$ cat config.mk
export PLATFORM = sky130hd
export DESIGN_NAME = physics_integrator
export DESIGN_NICKNAME = d
export VERILOG_FILES = /design/src/rtl/physics_integrator.sv
export SDC_FILE = /design/constraint.sdc
export NUM_CORES = 2
export LEC_CHECK = 0
export ABC_CLOCK_PERIOD_IN_PS = 33000
export CAP_MARGIN = 20
export CORE_ASPECT_RATIO = 1.2
export CORE_MARGIN = 3
export CORE_UTILIZATION = 40
export DETAILED_ROUTE_END_ITERATION = 10
export GPL_TIMING_DRIVEN = 1
export PLACE_DENSITY = 0.6
export SLEW_MARGIN = 0
export SYNTH_ARGS = -nofsm -noshare
export SYNTH_HDL_FRONTEND = slang
export SYNTH_SLANG_ARGS = --single-unit
export TNS_END_PERCENT = 20
$ cat constraint.sdc
create_clock -name clock -period 33 [get_ports clock]
set_input_delay 9.9 -clock clock [delete_from_list [all_inputs] [get_ports clock]]
set_output_delay 9.9 -clock clock [all_outputs]
set_load 0.02 [all_outputs]
$ cat src/rtl/physics_integrator.sv
// physics_integrator: per-frame fixed-point position/velocity integrator with
// ground/air/hitstun tracking, multi-jump, platform drop-through and knockback decay.
module physics_integrator #(
    parameter int FRAC = 16,
    parameter int INT_W = 16,
    parameter int MAX_JUMPS = 2,
    parameter int JUMP_V = 4,
    parameter int VMAX = 8,
    parameter int HITSTUN_FRAMES = 30,
    parameter int DEADZONE = 16,
    localparam int W = INT_W + FRAC
) (
    input  logic         clock,
    input  logic         reset,
    input  logic         frame_tick,
    input  logic         freeze_in,
    input  logic [31:0]  start_position,
    input  logic [W-1:0] inv_mass,
    input  logic [W-1:0] gravity,
    input  logic [31:0]  controller_in,
    input  logic [31:0]  knockback_in,
    input  logic         attack_in,
    input  logic [4:0]   wall,
    output logic [31:0]  position,
    output logic [1:0]   state,
    output logic [1:0]   jumps_used
);
    localparam int PW = 2 * W;
    localparam int CW = $clog2(HITSTUN_FRAMES + 1);
    localparam logic signed [W-1:0] VLIM = W'(VMAX) << FRAC;
    localparam logic signed [W-1:0] JVEL = W'(JUMP_V) << FRAC;
    localparam logic signed [8:0] DZ = 9'(DEADZONE);

    typedef enum logic [1:0] {GROUND = 2'd0, AIR = 2'd1, HITSTUN = 2'd2} state_t;

    state_t st, st_n;
    logic signed [W-1:0] pos_x, pos_y, vel_x, vel_y, vx_n, vy_n, drive_x, kb_vx, kb_vy;
    logic signed [8:0] sx_raw, sx;
    logic [1:0] ju_n;
    logic [CW-1:0] cnt, cnt_n;
    logic tick, jump_req, down, jump_edge, attack_edge, contact;
    logic jump_prev, attack_prev, drop_mask, dm_n;
    logic unused_ctrl;

    assign unused_ctrl = ^controller_in[31:16];
    assign tick = frame_tick & ~freeze_in;
    assign sx_raw = $signed({1'b0, controller_in[15:8]}) - 9'sd128;
    assign sx = (sx_raw > -DZ && sx_raw < DZ) ? '0 : sx_raw;
    assign jump_req = controller_in[7:0] >= 8'd240;
    assign down = controller_in[7:0] < 8'd16;
    assign jump_edge = jump_req & ~jump_prev;
    assign attack_edge = attack_in & ~attack_prev;
    assign contact = wall[1] | (wall[4] & ~drop_mask);

    // Products are formed at double width and truncated, so mass never needs a divider
    assign drive_x = W'((PW'(sx) * PW'($signed({1'b0, inv_mass}))) >>> 7);
    assign kb_vx = W'(PW'($signed(knockback_in[31:16])) * PW'($signed({1'b0, inv_mass})));
    assign kb_vy = W'(PW'($signed(knockback_in[15:0])) * PW'($signed({1'b0, inv_mass})));

    always_comb begin
        st_n = st;
        vx_n = vel_x;
        vy_n = vel_y;
        ju_n = jumps_used;
        cnt_n = cnt;
        dm_n = drop_mask;
        if (attack_edge) begin
            vx_n = kb_vx;
            vy_n = kb_vy;
            cnt_n = CW'(HITSTUN_FRAMES);
            st_n = HITSTUN;
        end else if (st == GROUND) begin
            vx_n = drive_x;
            vy_n = '0;
            ju_n = '0;
            if (jump_edge) begin
                vy_n = JVEL;
                ju_n = 2'd1;
                st_n = AIR;
            end else if (down && wall[4] && !wall[1]) begin
                dm_n = 1'b1;
                st_n = AIR;
            end else if (!wall[1] && (!wall[4] || drop_mask)) begin
                st_n = AIR;
            end
        end else if (st == AIR) begin
            vx_n = drive_x;
            vy_n = vel_y - $signed(gravity);
            if (jump_edge && 32'(jumps_used) < MAX_JUMPS) begin
                vy_n = JVEL;
                ju_n = jumps_used + 2'd1;
            end
            if (contact && (vy_n[W-1] || vy_n == '0)) begin
                vy_n = '0;
                ju_n = '0;
                st_n = GROUND;
            end
            if (!wall[4])
                dm_n = 1'b0;
        end else begin
            vx_n = vel_x - (vel_x >>> 3);
            vy_n = vel_y - (vel_y >>> 3) - $signed(gravity);
            cnt_n = cnt - CW'(1);
            if (cnt_n == '0 && contact) begin
                vy_n = '0;
                ju_n = '0;
                st_n = GROUND;
            end else if (cnt_n == '0) begin
                st_n = AIR;
            end
        end
        // Wall contact only blocks motion into the wall, then both axes saturate
        if ((wall[3] && (wall[2] || vx_n[W-1])) || (wall[2] && !vx_n[W-1] && vx_n != '0))
            vx_n = '0;
        if (wall[0] && !vy_n[W-1] && vy_n != '0)
            vy_n = '0;
        vx_n = vx_n > VLIM ? VLIM : (vx_n < -VLIM ? -VLIM : vx_n);
        vy_n = vy_n > VLIM ? VLIM : (vy_n < -VLIM ? -VLIM : vy_n);
    end

    always_ff @(posedge clock) begin
        if (reset) begin
            pos_x <= W'(start_position[31:16]) << FRAC;
            pos_y <= W'(start_position[15:0]) << FRAC;
            vel_x <= '0;
            vel_y <= '0;
            st <= AIR;
            jumps_used <= '0;
            cnt <= '0;
            jump_prev <= 1'b0;
            attack_prev <= 1'b0;
            drop_mask <= 1'b0;
        end else if (tick) begin
            pos_x <= pos_x + vel_x;
            pos_y <= pos_y + vel_y;
            vel_x <= vx_n;
            vel_y <= vy_n;
            st <= st_n;
            jumps_used <= ju_n;
            cnt <= cnt_n;
            jump_prev <= jump_req;
            attack_prev <= attack_in;
            drop_mask <= dm_n;
        end
    end

    assign position = {16'(pos_x[W-1:FRAC]), 16'(pos_y[W-1:FRAC])};
    assign state = st;
endmodule

==> flow_summary.yaml <==
global_routing:
  overflow: 0
  grt_pass1_wl_um: 237000
  grt_pass1_vias: 41500
  antenna_found_initial: 1
  track_usage: 0.243
  grt_max_degree: 127
yosys:
  ys_async_sr_fraction: 0
  mappedNetlistNets: 7209
  synth_warnings: 0
  yosysSeqAreaShare: 0.0649
  yosys.area_share.simple: 0.191
  synth_cells: 5760
  ys_types: 97
  synthXorXnorAreaFrac: 0.0430
  synth_area_leaders: "fa_1, ha_1, inv_1, nand2_1, dfxtp_1"
  synthMuxAreaShare: 0.00359
  synth_top_area_frac: 0.355
  synth_edf_count: 32
  synth_fa_ha_area_frac: 0.466
  synthFlopType: "dfxtp_1"
  syn_avg_cell_area_um2: 8.35
  synth.ff_latch_count: 140
  syn_area_um2: 48100
  synth_top_area_cell: "fa_1"
  synth-compound-area-share: 0.129
  synth_top_family_by_area: "adder cells"
die:
  rows: 138
  die_x_um: 323
  core-area_um2: 119000
  fp.dieArea_um2: 124000
  die_y_um: 386
  pin_count: 206
  initial_core_util: 0.405
sta:
  rsz0062_at_grt: "false"
  holdWs_ns: 0.457
  fin_crit_sh: 0.613
  min_period_ns: 20.24
  final-max-slew-violation-count: 0
  fin_setup_tns_ns: 0
  setup_ws_ns: 12.76
  clock_skew_ns: 0.0124
  maxSlewHeadroom: 0.0867
  fmax_mhz: 49.4
  finalHoldViolCount: 0
  worstMarginPinSlew_ns: 1.34
  finalSetupViolCount: 0
clocking:
  cts_hold_buf: 0
  cts_htree_levels: 4
  clk-insertion-delay-late_ns: 0.46
  root_buffer: "clkbuf_16"
  cts_resized: 0
  cts_tree: "yes"
  cts.sinks: 140
  post-cts-setup-buffers: 0
  path_clk_slew_ns: 0.07
  numCtsBuffers: 17
  clk_path_buf_depth: 2
drt:
  wirelength_um: 149000
  wl_per_cell_um: 20.5
  drc: 0
  drt-initial-drc-count: 2743
  drt.antenna.violating_nets: 0
  first_pass_iters: 6
  dr_total_vias: 40200
  drt-vias-per-instance: 5.54
critical_path:
  crit_arrival_ns: 20.63
  crit_path_top_delay_cell: "a211oi_4"
  r2r_slack_ns: 26.31
  crit_fanout: 126
  critical-path-max-stage-delay_ns: 0.85
  ff2ff_path_depth: 18
  crit_top_cell: "fa_1"
  path_class: "input port to flop"
  reg2reg_to: "vel_y[0]"
  cp-start-kind: "input port"
  required_ns: 33.39
  rr_startpoint: "vel_y[14]"
  crit_path_end_kind: "flop"
layout:
  nets: 7153
  synthToLayoutAreaGrowth_pct: 7.28
  fin_util: 0.435
  layout-drive-gt1-share: 0.0322
placement:
  gp_congestion: 0.922
  dp_hpwl_um: 112000
  dp_slack_ns: 12.44
  port_buffers: 185
min_path:
  min-delay-start: "pos_x[11]"
  hp-class: "flop to flop"
  holdPathStages: 2
  min_to: "pos_x[11]"
run:
  maxCapViolations: 0
status:
  status: "completed"
critical path: cells and delay by family:
kind | cells | cell delay (ns)
adders and majority gates | 7 | 3.10
and+or+nand+nor | 11 | 2.86
AOI/OAI and AO/OA | 8 | 2.65
buffers and inverters | 7 | 1.97
state kept, by name, summed over array words and instances (netlist names):
register	cells
jumps_used	2
vel_x	32
pos_y	32
cnt	5
jump_prev	1
vel_y	32
pos_x	32
attack_prev	1
state	2
drop_mask	1
final cells by class:
| type | instances | area [um^2] |
|---|---|---|
| Clock buffer | 17 | 425 |
| Clock inverter | 15 | 129 |
| Tap cell | 1540 | 1930 |
| Inverter | 942 | 3540 |
| Multi-Input combinational cell | 4340 | 40100 |
| Fill cell | 11700 | 67000 |
| Antenna cell | 1 | 2.50 |
| Sequential cell | 140 | 3120 |
| Timing Repair Buffer | 263 | 2370 |
stage by stage:
stage | area [um^2] | instances
final | 51600 | 7258
after global routing | 51600 | 7257
after CTS | 51600 | 7257
after detailed placement | 51000 | 7225
after global placement | 51000 | 7225
after floorplan | 48100 | 5760
synth_stat cells, drive strengths merged (85+ instances only):
| cell type | count |
|---|---|
| inv | 942 |
| fa | 853 |
| nand2 | 826 |
| ha | 426 |
| and2 | 308 |
| clkbuf | 290 |
| a21oi | 234 |
| nor2 | 211 |
| o21ai | 170 |
| and3 | 152 |
| xnor2 | 151 |
| dfxtp | 108 |
| a21o | 85 |
| xor2 | 85 |
layer usage:
metal / part of all wire / routed length (um) / track usage / vias to the layer above
met5: 0 / 0 / 0 / -
met4: 0.037 / 5550 / 0.0817 / 0
met2: 0.48 / 71000 / 0.411 / 1335
met1: 0.43 / 63600 / 0.323 / 20300
met3: 0.059 / 8800 / 0.0295 / 253
li1: - / - / - / 18400
worst max path at each step:
stage                      start   endpoint
2_1_floorplan   controller_in[8]  vel_x[29]
3_3_place_gp   controller_in[10]  vel_x[16]
3_5_place_dp   controller_in[10]  vel_x[16]
4_1_cts        controller_in[10]  vel_x[16]
5_1_grt        controller_in[11]  vel_x[12]
6_report       controller_in[11]  vel_x[16]
placed cells by master, fill, tap and decap left out, types with 11 or more instances in the layout:
cell,instances
o21ai_0,164
o211ai_1,18
buf_2,13
xnor2_1,151
xor2_1,85
inv_1,940
nand4_1,25
nand2_1,826
nor4_1,14
nor3_1,69
or2_2,17
or3_1,32
a21o_1,85
nand2b_1,77
a21oi_1,232
a31oi_1,31
dfxtp_1,108
a211oi_1,39
clkbuf_16,17
edfxtp_1,32
o21a_1,45
fa_1,853
a211o_1,18
nor2_1,208
and2_1,308
a22o_1,29
ha_1,426
buf_4,79
and3_1,152
o31ai_1,27
a221o_1,14
a311oi_1,11
nor2b_1,33
o21bai_1,20
mux2i_1,15
nand3_1,63
clkdlybuf4s50_1,171
o22ai_1,38
logic make-up after synthesis:
group,Yosys count
xor+xnor,236
mux,17
compound gates,921
buf+inv,1280
simple gates,1887
flops,140
fa+ha+maj,1279
Power is not shown: default switching activity piles up to over one toggle a cycle in this logic, so the estimate is an artifact.
